--- src/rtl/rx_bit_timer.sv ---
// Bit-timing stage for the USB receiver: sample strobe generation, edge resync and byte counting.
// Define RX_TIMER_STUFF_EN to enable bit-stuffing removal and stuff-error reporting.
module rx_bit_timer #(
  parameter int CLKS_PER_BIT = 8,
  parameter int SAMPLE_POINT = 3
) (
  input  logic clk,
  input  logic n_rst,
  input  logic enable_timer,
  input  logic d_edge,
  input  logic d_orig,
  output logic shift_enable,
  output logic byte_received,
  output logic stuff_error
);

  localparam int CW = (CLKS_PER_BIT > 1) ? $clog2(CLKS_PER_BIT) : 1;
  localparam logic [CW-1:0] LAST_CNT   = CW'(CLKS_PER_BIT - 1);
  localparam logic [CW-1:0] SAMPLE_CNT = CW'(SAMPLE_POINT);

  logic [CW-1:0] clk_cnt_q, clk_cnt_d;
  logic [2:0]    bit_cnt_q, bit_cnt_d;
  logic          byte_received_q, byte_received_d;
  logic          stuff_error_q, stuff_error_d;
  logic          sample;
  logic          stuffed;

  assign sample = enable_timer && (clk_cnt_q == SAMPLE_CNT);

  // An edge marks the start of a bit, so the edge cycle itself counts as 0.
  always_comb begin
    clk_cnt_d = clk_cnt_q;
    if (!enable_timer)               clk_cnt_d = '0;
    else if (d_edge)                 clk_cnt_d = CW'(1);
    else if (clk_cnt_q == LAST_CNT)  clk_cnt_d = '0;
    else                             clk_cnt_d = clk_cnt_q + CW'(1);
  end

  always_comb begin
    shift_enable = sample && !stuffed;
  end

  // byte_received is set from the strobe itself so a byte completed in the
  // same cycle enable drops is still reported.
  always_comb begin
    bit_cnt_d       = bit_cnt_q;
    byte_received_d = shift_enable && (bit_cnt_q == 3'd7);
    if (!enable_timer)     bit_cnt_d = 3'd0;
    else if (shift_enable) bit_cnt_d = bit_cnt_q + 3'd1;
  end

`ifdef RX_TIMER_STUFF_EN
  logic [2:0] ones_cnt_q, ones_cnt_d;

  assign stuffed = (ones_cnt_q == 3'd6);

  always_comb begin
    ones_cnt_d    = ones_cnt_q;
    stuff_error_d = 1'b0;
    if (!enable_timer) begin
      ones_cnt_d = 3'd0;
    end else if (sample) begin
      if (stuffed) begin
        ones_cnt_d    = 3'd0;
        stuff_error_d = d_orig;
      end else if (d_orig) begin
        ones_cnt_d = ones_cnt_q + 3'd1;
      end else begin
        ones_cnt_d = 3'd0;
      end
    end
  end

  always_ff @(posedge clk or negedge n_rst) begin
    if (!n_rst) ones_cnt_q <= 3'd0;
    else        ones_cnt_q <= ones_cnt_d;
  end
`else
  logic unused_d_orig;
  assign unused_d_orig = d_orig;
  assign stuffed       = 1'b0;
  assign stuff_error_d = 1'b0;
`endif

  always_ff @(posedge clk or negedge n_rst) begin
    if (!n_rst) begin
      clk_cnt_q       <= '0;
      bit_cnt_q       <= 3'd0;
      byte_received_q <= 1'b0;
      stuff_error_q   <= 1'b0;
    end else begin
      clk_cnt_q       <= clk_cnt_d;
      bit_cnt_q       <= bit_cnt_d;
      byte_received_q <= byte_received_d;
      stuff_error_q   <= stuff_error_d;
    end
  end

  assign byte_received = byte_received_q;
  assign stuff_error   = stuff_error_q;

endmodule

--- config.mk ---
export PLATFORM = sky130hd
export DESIGN_NAME = rx_bit_timer
export DESIGN_NICKNAME = d
export VERILOG_FILES = /design/src/rtl/rx_bit_timer.sv
export SDC_FILE = /design/constraint.sdc
export NUM_CORES = 1
export LEC_CHECK = 0
export BUFFER_PORTS_ARGS = -buffer_cell sky130_fd_sc_hd__buf_2
export CAP_MARGIN = 20
export CORE_AREA = 2 2 39 41
export DETAILED_ROUTE_END_ITERATION = 10
export DIE_AREA = 0 0 41 43
export PLACE_DENSITY = 0.47
export SYNTH_ARGS = -nofsm -noshare
export SYNTH_HDL_FRONTEND = slang
export SYNTH_SLANG_ARGS = --single-unit
--- constraint.sdc ---
create_clock -name clk -period 1.5 [get_ports clk]
set_input_delay 0.3 -clock clk [delete_from_list [all_inputs] [get_ports clk]]
set_output_delay 0.3 -clock clk [all_outputs]
set_load 0.05 [all_outputs]
==> run_results.csv <==
group,metric,value,unit
status,status,"finished, violations left",
status,violations,"setup timing",
clock_tree,root_buffer,"clkbuf_4",
detailed_routing,vias,224,
cells_and_area,final_common_cell,"dfrtp_1",
clock_tree,cts_tree,"done",
synth,yosys_register_bits,7,
cells_and_area,nets,50,
power_and_ir_drop,clockPowerShare,41.5,%
detailed_routing,wl_per_cell,11.25,um
detailed_routing,postRouteAntennaNets,0,
cells_and_area,drive_gt1_share,38.46,%
clock_tree,clock_sinks,7,
synth,ys_seq_area_share,51.09,%
sta,grt_setup_unrepaired,"yes",
cells_and_area,areaGrowthSynthToFinish,38.69,%
critical_path,r2r_setup_slack,0.21,ns
synth,synth_cell_types,15,
critical_path,r2r-start,"clk_cnt_q[0]",
sta,min_period,1.592,ns
placed_design,io_buffers,5,
floorplan,coreArea,1384,um2
sta,finalClockSkew,0.003588,ns
floorplan,std_cell_rows,14,
clock_tree,insertion_delay,0.25,ns
grt,grt_pass1_wl,1.104,mm
min_path,hold_class,"in2reg",
critical_path,r2r_cells,5,
grt,grt_util_all_layers,9.828,%
critical_path,end_kind,"primary output",
power_and_ir_drop,p_int,315.5,uW
synth,synth_area,342.8,um2
sta,fin_setup_tns,-0.09224,ns
sta,max_freq,628.0,MHz
floorplan,chipHeight,43,um
power_and_ir_drop,power,410.8,uW
floorplan,pin_count,8,
clock_tree,numCtsBuffers,3,
power_and_ir_drop,power.leakage,0.0002472,uW
cells_and_area,finish.utilization,34.36,%
detailed_routing,drt-total-wl,619,um
synth,syn_inst,27,
critical_path,required,1.20,ns
critical_path,crit_type,"reg2out",
power_and_ir_drop,pwr-share-seq,48.2,%
placed_design,gp_congestion,0.5788,
min_path,holdCritStartpoint,"d_edge",
power_and_ir_drop,pwr-share-comb,10.3,%
power_and_ir_drop,power_density,864.0,nW/um2
power_and_ir_drop,ir_worst_vdd,0.4226,mV
sta,period_share,106.1,%
detailed_routing,viasPerCell,4.073,
floorplan,dieArea,1763,um2
clock_tree,htreeDepth,1,
sta,setup_viol,1,
power_and_ir_drop,switching_power,95.33,uW
sta,finalWorstSetupSlack,-0.09224,ns
grt,antenna_found_initial,0,
clock_tree,cts.clk_slew.worst_paths,0.05,ns
sta,final-hold-violation-count,0,
placed_design,pre_cts_ws,0.02533,ns
synth,syn-num-nets,37,
cells_and_area,num_antenna_cells,0,
synth,avgSynthCellArea,12.70,um2
cells_and_area,final_cell_mix,"dfrtp_1 (7), buf_2 (4), ha_1 (3), clkbuf_4 (3), buf_4 (3)",
critical_path,worstPathArrival,1.29,ns
power_and_ir_drop,p_sw_share,23.20,%
grt,grt_max_degree,9,
detailed_routing,route.detailed.drc,0,
job,maxCapViolCount,0,
sta,slew_viol_final,0,
synth,synth_warnings,0,
critical_path,r2r_end,"bit_cnt_q[0]",
clock_tree,clk_path_buf_depth,2,
min_path,min_to,"clk_cnt_q[2]",
grt,grt_pass1_vias,263,
floorplan,die_w,41,um
critical_path,path_max_fanout,2,
detailed_routing,drt_first_pass_iters,2,
grt,grt_overflow,0,
critical_path,start_kind,"flop",
detailed_routing,drt_iter0_markers,1,
min_path,min_path_cells,2,
floorplan,initial_core_util,24.77,%
[power by group through the flow]
stage	Clock [uW]	Combinational [uW]	Sequential, uW
after CTS	177	40.1	198
after floorplan	0	20.2	199
after global routing	194	47.2	198
final	171	42.1	198
after global placement	0	30.2	199
after detailed placement	0	32.2	200
[worst max-delay path, stage by stage, from the launching register on]
cell,delay (ns)
dfrtp_1,0.41
ha_4,0.19
ha_4,0.15
and2_4,0.15
buf_8,0.14
[what timing repair did]
item / 4_1_cts / 5_1_grt
hold buffers: 1 / 0
cloned: 0 / 0
endpoints found under the setup margin: 1 / 1
hold endpoints to repair: 7 / 0
gates resized for setup: 8 / 0
pin swaps: 1 / 0
setup buffers: 1 / 1
[state kept, by name, summed over array words and instances, names as in the netlist]
register,flops
byte_received,1
bit_cnt_q,3
clk_cnt_q,3
[area by class of cell]
class                   instances  area [um2]
well taps                      16       20.02
repair buffers                  9       67.56
multi-input cells              18       182.7
inverters                       1       3.754
fillers                       152       908.4
flip-flops and latches          7       175.2
clock buffers                   4       26.28
[synth_stat cells]
library cell	n	share of area, %
conb_1	1	1.1
and3b_1	1	2.6
nor3b_1	1	2.2
inv_1	1	1.1
nor2b_1	2	3.6
ha_1	5	18
and2_1	1	1.8
xor2_1	1	2.6
and3_2	1	2.2
dfrtp_1	7	51
mux2i_1	2	5.8
and2_2	1	2.2
buf_4	1	2.2
o21a_1	1	2.2
nor2_1	1	1.1
[layer usage]
| layer | track usage [%] | up-vias | part of all wire, % |
|---|---|---|---|
| li1 | - | 110 | - |
| met1 | 10.93 | 107 | 39 |
| met2 | 14.37 | 7 | 53 |
| met3 | 4.712 | 0 | 7.9 |
| met4 | 6.000 | 0 | 0 |
| met5 | 0 | - | 0 |
[stage by stage]
step	std cells	hold WS (ns)	cell area, um2
2_1_floorplan	27	0.004409	342.8
3_3_place_gp	48	0.1383	387.9
3_5_place_dp	48	0.1407	387.9
4_1_cts	54	0.2296	467.9
5_1_grt	55	0.2296	475.5
6_report	55	0.2322	475.5
[kinds of logic after synthesis]
group	synth area share [%]
simple gates	15.70
flops	51.10
fa+ha+maj	18.25
mux	5.840
buf+inv	3.284
other cells	1.094
compound gates	2.191
xor+xnor	2.555
[how the worst max path moves through the flow]
stage	slack (ns)	cells past startpoint	to	start
floorplan	0.09	3	shift_enable	clk_cnt_q[0]
global route	-0.13	4	shift_enable	clk_cnt_q[0]
finish	-0.09	4	shift_enable	clk_cnt_q[0]
detailed placement	0.03	4	shift_enable	clk_cnt_q[0]
global placement	0.05	4	shift_enable	clk_cnt_q[0]
CTS	-0.09	4	shift_enable	clk_cnt_q[0]
Note: power is estimated with default switching activity, not from simulation.
